## src/rtl/wb_burst_master.sv

```systemverilog
// Wishbone B3 burst initiator: command + write stream in, registered-feedback burst out, read beats as pulses.
// Optional ack timeout/abort is built when VERSATILE_WB_MASTER_TIMEOUT_EN is defined.
module wb_burst_master #(
  parameter int timeout_cycles = 255
) (
  input  logic        wb_clk,
  input  logic        wb_rst_n,
  input  logic        cmd_valid,
  output logic        cmd_ready,
  input  logic        cmd_we,
  input  logic [29:0] cmd_adr,
  input  logic [1:0]  cmd_bte,
  input  logic [3:0]  cmd_len,
  input  logic [31:0] wr_data,
  input  logic [3:0]  wr_sel,
  input  logic        wr_valid,
  output logic        wr_ready,
  output logic [31:0] rd_data,
  output logic        rd_valid,
  output logic        done,
  output logic        err,
  output logic [35:0] wb_adr_o,
  output logic [35:0] wb_dat_o,
  output logic        wb_cyc_o,
  output logic        wb_stb_o,
  input  logic [31:0] wb_dat_i,
  input  logic        wb_ack_i
);

  typedef enum logic [1:0] {IDLE, READ, WRITE} state_t;

  localparam logic [2:0] CTI_CLASSIC = 3'b000;
  localparam logic [2:0] CTI_INC     = 3'b010;
  localparam logic [2:0] CTI_END     = 3'b111;

  state_t      r_state, w_state_nxt;
  logic [29:0] r_adr;
  logic        r_we;
  logic [1:0]  r_bte;
  logic [2:0]  r_cti;
  logic [35:0] r_dat;
  logic        r_cyc, r_stb;
  logic [3:0]  r_left;   // acks still owed after the beat on the bus
  logic [4:0]  r_load;   // write beats not yet taken from the stream
  logic [31:0] r_rd_data;
  logic        r_rd_valid, r_done;

  logic        w_accept, w_ack, w_last, w_load, w_abort;
  logic [3:0]  w_len;
  logic [29:0] w_mask, w_adr_inc, w_adr_nxt;

  // Beats-1 for the incoming command; wrap bursts ignore cmd_len.
  always_comb begin
    case (cmd_bte)
      2'b01:   w_len = 4'd3;
      2'b10:   w_len = 4'd7;
      2'b11:   w_len = 4'd15;
      default: w_len = cmd_len;
    endcase
  end

  // Linear uses an all-ones mask, so one expression covers every burst type.
  always_comb begin
    case (r_bte)
      2'b01:   w_mask = 30'h3;
      2'b10:   w_mask = 30'h7;
      2'b11:   w_mask = 30'hF;
      default: w_mask = '1;
    endcase
  end

  assign w_adr_inc = r_adr + 30'd1;
  assign w_adr_nxt = (r_adr & ~w_mask) | (w_adr_inc & w_mask);

`ifdef VERSATILE_WB_MASTER_TIMEOUT_EN
  logic [9:0] r_tmo;
  logic       r_err;

  assign w_abort = r_stb & ~wb_ack_i & (r_tmo == 10'(timeout_cycles));

  always_ff @(posedge wb_clk or negedge wb_rst_n) begin
    if (!wb_rst_n) begin
      r_tmo <= '0;
      r_err <= 1'b0;
    end else begin
      r_err <= w_abort;
      if (!r_stb || wb_ack_i) r_tmo <= '0;
      else                    r_tmo <= r_tmo + 10'd1;
    end
  end

  assign err = r_err;
`else
  logic [9:0] w_unused_tmo;
  assign w_unused_tmo = 10'(timeout_cycles);
  assign w_abort      = 1'b0;
  assign err          = 1'b0;
`endif

  always_ff @(posedge wb_clk or negedge wb_rst_n) begin
    if (!wb_rst_n) r_state <= IDLE;
    else           r_state <= w_state_nxt;
  end

  always_comb begin
    w_state_nxt = r_state;
    case (r_state)
      IDLE:        if (w_accept) w_state_nxt = cmd_we ? WRITE : READ;
      READ, WRITE: if (w_last || w_abort) w_state_nxt = IDLE;
      default:     w_state_nxt = IDLE;
    endcase
  end

  // r_done keeps cmd_ready low through the done cycle.
  always_comb begin
    cmd_ready = (r_state == IDLE) & ~r_done;
    w_accept  = cmd_valid & cmd_ready;
    w_ack     = r_stb & wb_ack_i;
    w_last    = w_ack & (r_left == 4'd0);
    wr_ready  = (r_state == WRITE) & (r_load != 5'd0) & (~r_stb | w_ack);
    w_load    = wr_valid & wr_ready;
  end

  always_ff @(posedge wb_clk or negedge wb_rst_n) begin
    if (!wb_rst_n) begin
      r_adr      <= '0;
      r_we       <= 1'b0;
      r_bte      <= '0;
      r_cti      <= '0;
      r_dat      <= '0;
      r_cyc      <= 1'b0;
      r_stb      <= 1'b0;
      r_left     <= '0;
      r_load     <= '0;
      r_rd_data  <= '0;
      r_rd_valid <= 1'b0;
      r_done     <= 1'b0;
    end else begin
      r_rd_valid <= 1'b0;
      r_done     <= 1'b0;
      if (w_accept) begin
        r_adr  <= cmd_adr;
        r_we   <= cmd_we;
        r_bte  <= cmd_bte;
        r_cti  <= (w_len == 4'd0) ? CTI_CLASSIC : CTI_INC;
        r_left <= w_len;
        r_load <= cmd_we ? ({1'b0, w_len} + 5'd1) : 5'd0;
        r_cyc  <= 1'b1;
        r_stb  <= ~cmd_we;
      end else if (w_abort) begin
        r_cyc  <= 1'b0;
        r_stb  <= 1'b0;
        r_we   <= 1'b0;
        r_load <= '0;
        r_done <= 1'b1;
      end else if (w_last) begin
        r_cyc  <= 1'b0;
        r_stb  <= 1'b0;
        r_we   <= 1'b0;
        r_done <= 1'b1;
      end else begin
        if (w_ack) begin
          r_adr  <= w_adr_nxt;
          r_left <= r_left - 4'd1;
          r_cti  <= (r_left == 4'd1) ? CTI_END : CTI_INC;
        end
        // Write strobe tracks the beat register: refilled on load, emptied by ack.
        if (r_we) r_stb <= w_load | (r_stb & ~w_ack);
        if (w_load) begin
          r_dat  <= {wr_data, wr_sel};
          r_load <= r_load - 5'd1;
        end
      end
      if (w_ack && !r_we) begin
        r_rd_data  <= wb_dat_i;
        r_rd_valid <= 1'b1;
      end
    end
  end

  assign wb_adr_o = {r_adr, r_we, r_bte, r_cti};
  assign wb_dat_o = r_dat;
  assign wb_cyc_o = r_cyc;
  assign wb_stb_o = r_stb;
  assign rd_data  = r_rd_data;
  assign rd_valid = r_rd_valid;
  assign done     = r_done;

endmodule

```

## config.mk

```make
export PLATFORM = sky130hd
export DESIGN_NAME = wb_burst_master
export DESIGN_NICKNAME = d
export VERILOG_FILES = /design/src/rtl/wb_burst_master.sv
export SDC_FILE = /design/constraint.sdc
export NUM_CORES = 1
export LEC_CHECK = 0
export CORE_MARGIN = 2
export CORE_UTILIZATION = 47
export CTS_CLUSTER_SIZE = 12
export DETAILED_ROUTE_END_ITERATION = 8
export PLACE_DENSITY = 0.95
export SLEW_MARGIN = 30
export SYNTH_ARGS = -nofsm -noshare
export SYNTH_HDL_FRONTEND = slang
export SYNTH_SLANG_ARGS = --single-unit
```

## constraint.sdc

```tcl
create_clock -name wb_clk -period 3.7 [get_ports wb_clk]
set_clock_uncertainty 0.1 [all_clocks]
set_input_delay 0.74 -clock wb_clk [delete_from_list [all_inputs] [get_ports wb_clk]]
set_output_delay 0.74 -clock wb_clk [all_outputs]
set_load 0.01 [all_outputs]
```

==> run_results.csv <==
group,metric,value,unit
setup_path,arrival,2330,ps
sta,setup_tns,0,ps
cts,postCtsSetupBuffers,0,
floorplan,die_h,112.1,um
route,drt_first_pass_iters,5,
yosys,synthTopCellsByCount,"dfrtp_1 (118), mux2_2 (70), nand2_1 (48), o21ai_0 (27)",
yosys,ys.flop_type,"dfrtp_1",
setup_path,ff2ff_path_depth,8,
cts,cts_root_buf,"clkbuf_16",
finish,multi_input_area,0.002397,mm2
finish,post-route-util,73.84,%
cts,cts_buffers,17,
yosys,synth_edf_count,0,
grt,grt_pass1_vias,5166,
setup_path,cp-end-kind,"primary output",
yosys,synth.most_common_cell,"dfrtp_1",
cts,cts_buffer_depth,2,
placement,dp_hpwl,11620,um
route,wl,16280,um
grt,use_met1,28.56,%
placement,io_buffers,219,
pwr,p_clk_share,23.8,%
grt,grtUsageMet3,9.611,%
cts,clock-sinks,118,
cts,cts_hold_buffers,0,
yosys,yosys_warnings,0,
yosys,synth_seq_area_share,53.75,%
pwr,p_int,4.706,mW
cts,path_clk_slew,60,ps
route,drt_iter0_drc,317,
route,vias,4743,
sta,tightest_slew,761.9,ps
setup_path,slowest_stage,"or3b_2",
floorplan,io_pins,221,
pwr,p_seq_share,34.8,%
setup_path,rrSetupSlack,860,ps
finish,stdcell_count,856,
yosys,avgSynthCellArea,11.49,um2
sta,setup_viol,0,
sta,timing.hold.ws,280.0,ps
floorplan,dieArea,0.01257,mm2
finish,final_nets,822,
yosys,netlist_instances,478,
sta,fin_ws,528.3,ps
setup_path,path_buf_inv,2,
placement,globalplace.congestion,0.9336,
setup_path,critPathRequiredTime,2860,ps
yosys,yosys.area.top_type,"dfrtp_1",
route,wire_per_inst,19.01,um
grt,grt_max_degree,61,
finish,nFillCells,736,
setup_path,crit_fanout,3,
grt,grt_pass1_wl,26030,um
grt,grt_overflow,0,
pwr,p_leak,3.461,nW
sta,max_clock_freq,315.3,MHz
setup_path,worstPathCellList,"inv_1 > ha_1 > or3b_2 > o211a_1 > clkdlybuf4s50_1",
sta,relSlewSlack,49.21,%
grt,grt_busiest_layer,"met2",
sta,finalHoldViolations,0,
sta,slew_violations,0,
pwr,combPwrFrac,41.4,%
worst_hold_path,min_path_type,"in2async",
outcome,status,"complete, no violations",
placement,place_inst,825,
sta,period_needed,3172,ps
route,drc,0,
cts,cts_htree_levels,4,
yosys,synth.area.top_cells,"dfrtp_1 (54%), mux2_2 (14%), nand2_1 (3.3%)",
floorplan,core,0.01142,mm2
grt,antenna_found_initial,0,
job,maxCapViolCount,0,
pwr,total_power,7.052,mW
pwr,peakVddDrop,0.6299,mV
yosys,yosysUniqueCellTypes,49,
sta,fin_crit_sh,85.72,%
floorplan,initial_core_util,48.12,%
setup_path,critical_path.top_delay_family,"buffers and inverters",
setup_path,worstSetupPathType,"reg2out",
yosys,synth.cell_area,0.005494,mm2
yosys,synthArstFlopShare,100.0,%
yosys,ys_seq_elements,118,
setup_path,crit-reg2reg-launch,"r_left[0]",
finish,drive_above_1_share,16.69,%
pwr,power_switching,2.346,mW
finish,n_antenna_cell,0,
cts,cts-resized-gates,0,
pwr,power.density,836.3,mW/mm2
grt,grtUsageTotal,26.47,%
setup_path,crit_path_start_kind,"register",
floorplan,dieWidth,112.1,um
yosys,synth_top_area_share,53.75,%
route,ant_nets,0,
cts,clk_latency,420,ps
finish,postLayoutCellArea,0.008432,mm2
floorplan,rows,39,
cts,cts_tree,"yes",
placement,pre_cts_ws,501.6,ps
yosys,syn_nets,599,
pwr,sw_frac_of_total,33.27,%
sta,rsz0062_at_grt,"false",
finish,register_area,0.002953,mm2
route,via_per_inst,5.541,
placement,postPlaceCellArea,0.007833,mm2
grt,grt_util_met2,46.31,%
finish,synthToLayoutAreaGrowth,53.47,%
setup_path,cpPeakStageDelay,500,ps
==> worst max-delay path by stage <==
| stage | startpoint | end | slack, ps | depth (start not counted) |
|---|---|---|---|---|
| finish | r_load[0] | wr_ready | 530 | 5 |
| global route | r_load[1] | wr_ready | 500 | 5 |
| CTS | r_load[0] | wr_ready | 530 | 5 |
| detailed placement | wb_ack_i | register | 500 | 6 |
| global placement | wb_ack_i | register | 540 | 6 |
| floorplan | r_left[0] | register | 1270 | 8 |
==> placed cells by master, fill, tap and decap left out, types with 2 or more instances in the layout <==
master / Yosys / final
inv_1: 13 / 13
clkinvlp_4: 0 / 2
or3_1: 4 / 4
dfrtp_1: 118 / 118
o21ai_0: 27 / 27
clkinv_2: 0 / 4
and4_1: 3 / 3
xnor2_1: 20 / 20
o211ai_1: 2 / 2
bufinv_16: 0 / 3
clkbuf_1: 12 / 2
nand4_1: 7 / 7
nor2_1: 20 / 18
clkdlybuf4s50_1: 0 / 218
a21o_1: 3 / 3
nor4_1: 12 / 12
or3b_2: 3 / 3
o2111ai_1: 2 / 2
xor2_1: 13 / 13
ha_1: 11 / 11
clkbuf_16: 0 / 17
a21oi_1: 12 / 12
nor3b_1: 4 / 4
mux2i_1: 4 / 4
clkbuf_8: 0 / 3
nand2_1: 48 / 48
nand4b_1: 2 / 2
mux2_2: 70 / 70
nand3b_1: 2 / 2
and2_1: 3 / 2
a22o_1: 4 / 4
and3_1: 3 / 3
buf_4: 3 / 7
a31oi_1: 3 / 3
nand2b_1: 2 / 2
nand3_1: 18 / 18
nor3_1: 8 / 8
==> kinds of logic after synthesis <==
family / count (synthesis) / synth area share, %
AOI/OAI and AO/OA: 61 / 6.741
buffers and inverters: 35 / 2.824
muxes: 74 / 15.08
and+or+nand+nor: 145 / 13.78
other: 1 / 0.06826
xor gates and xnor gates: 33 / 5.261
adders and majority gates: 11 / 2.505
DFF: 118 / 53.75
==> final cells by class <==
| type | instances | area share (%) |
|---|---|---|
| tap | 143 | 2.122 |
| multi-input combinational | 325 | 28.43 |
| sequential | 118 | 35.02 |
| timing repair buffer | 226 | 26.74 |
| clock buffer | 22 | 5.624 |
| inverter | 13 | 0.5787 |
| clock inverter | 9 | 1.484 |
==> power groups by stage <==
| stage | sequential (mW) | combinational [mW] | clock [mW] |
|---|---|---|---|
| floorplan | 2.59 | 1.08 | 0 |
| global placement | 2.39 | 2.79 | 0 |
| detailed placement | 2.45 | 2.90 | 0 |
| CTS | 2.45 | 2.93 | 1.70 |
| global route | 2.54 | 3.11 | 1.75 |
| finish | 2.45 | 2.92 | 1.68 |
==> per-layer routing <==
layer  wire (um)  part of all wire (%)
met2        8506                    52
met1        5798                    36
met4         503                   3.1
met5           0                     0
met3        1467                   9.0
Power figures use the tool's default switching activity.
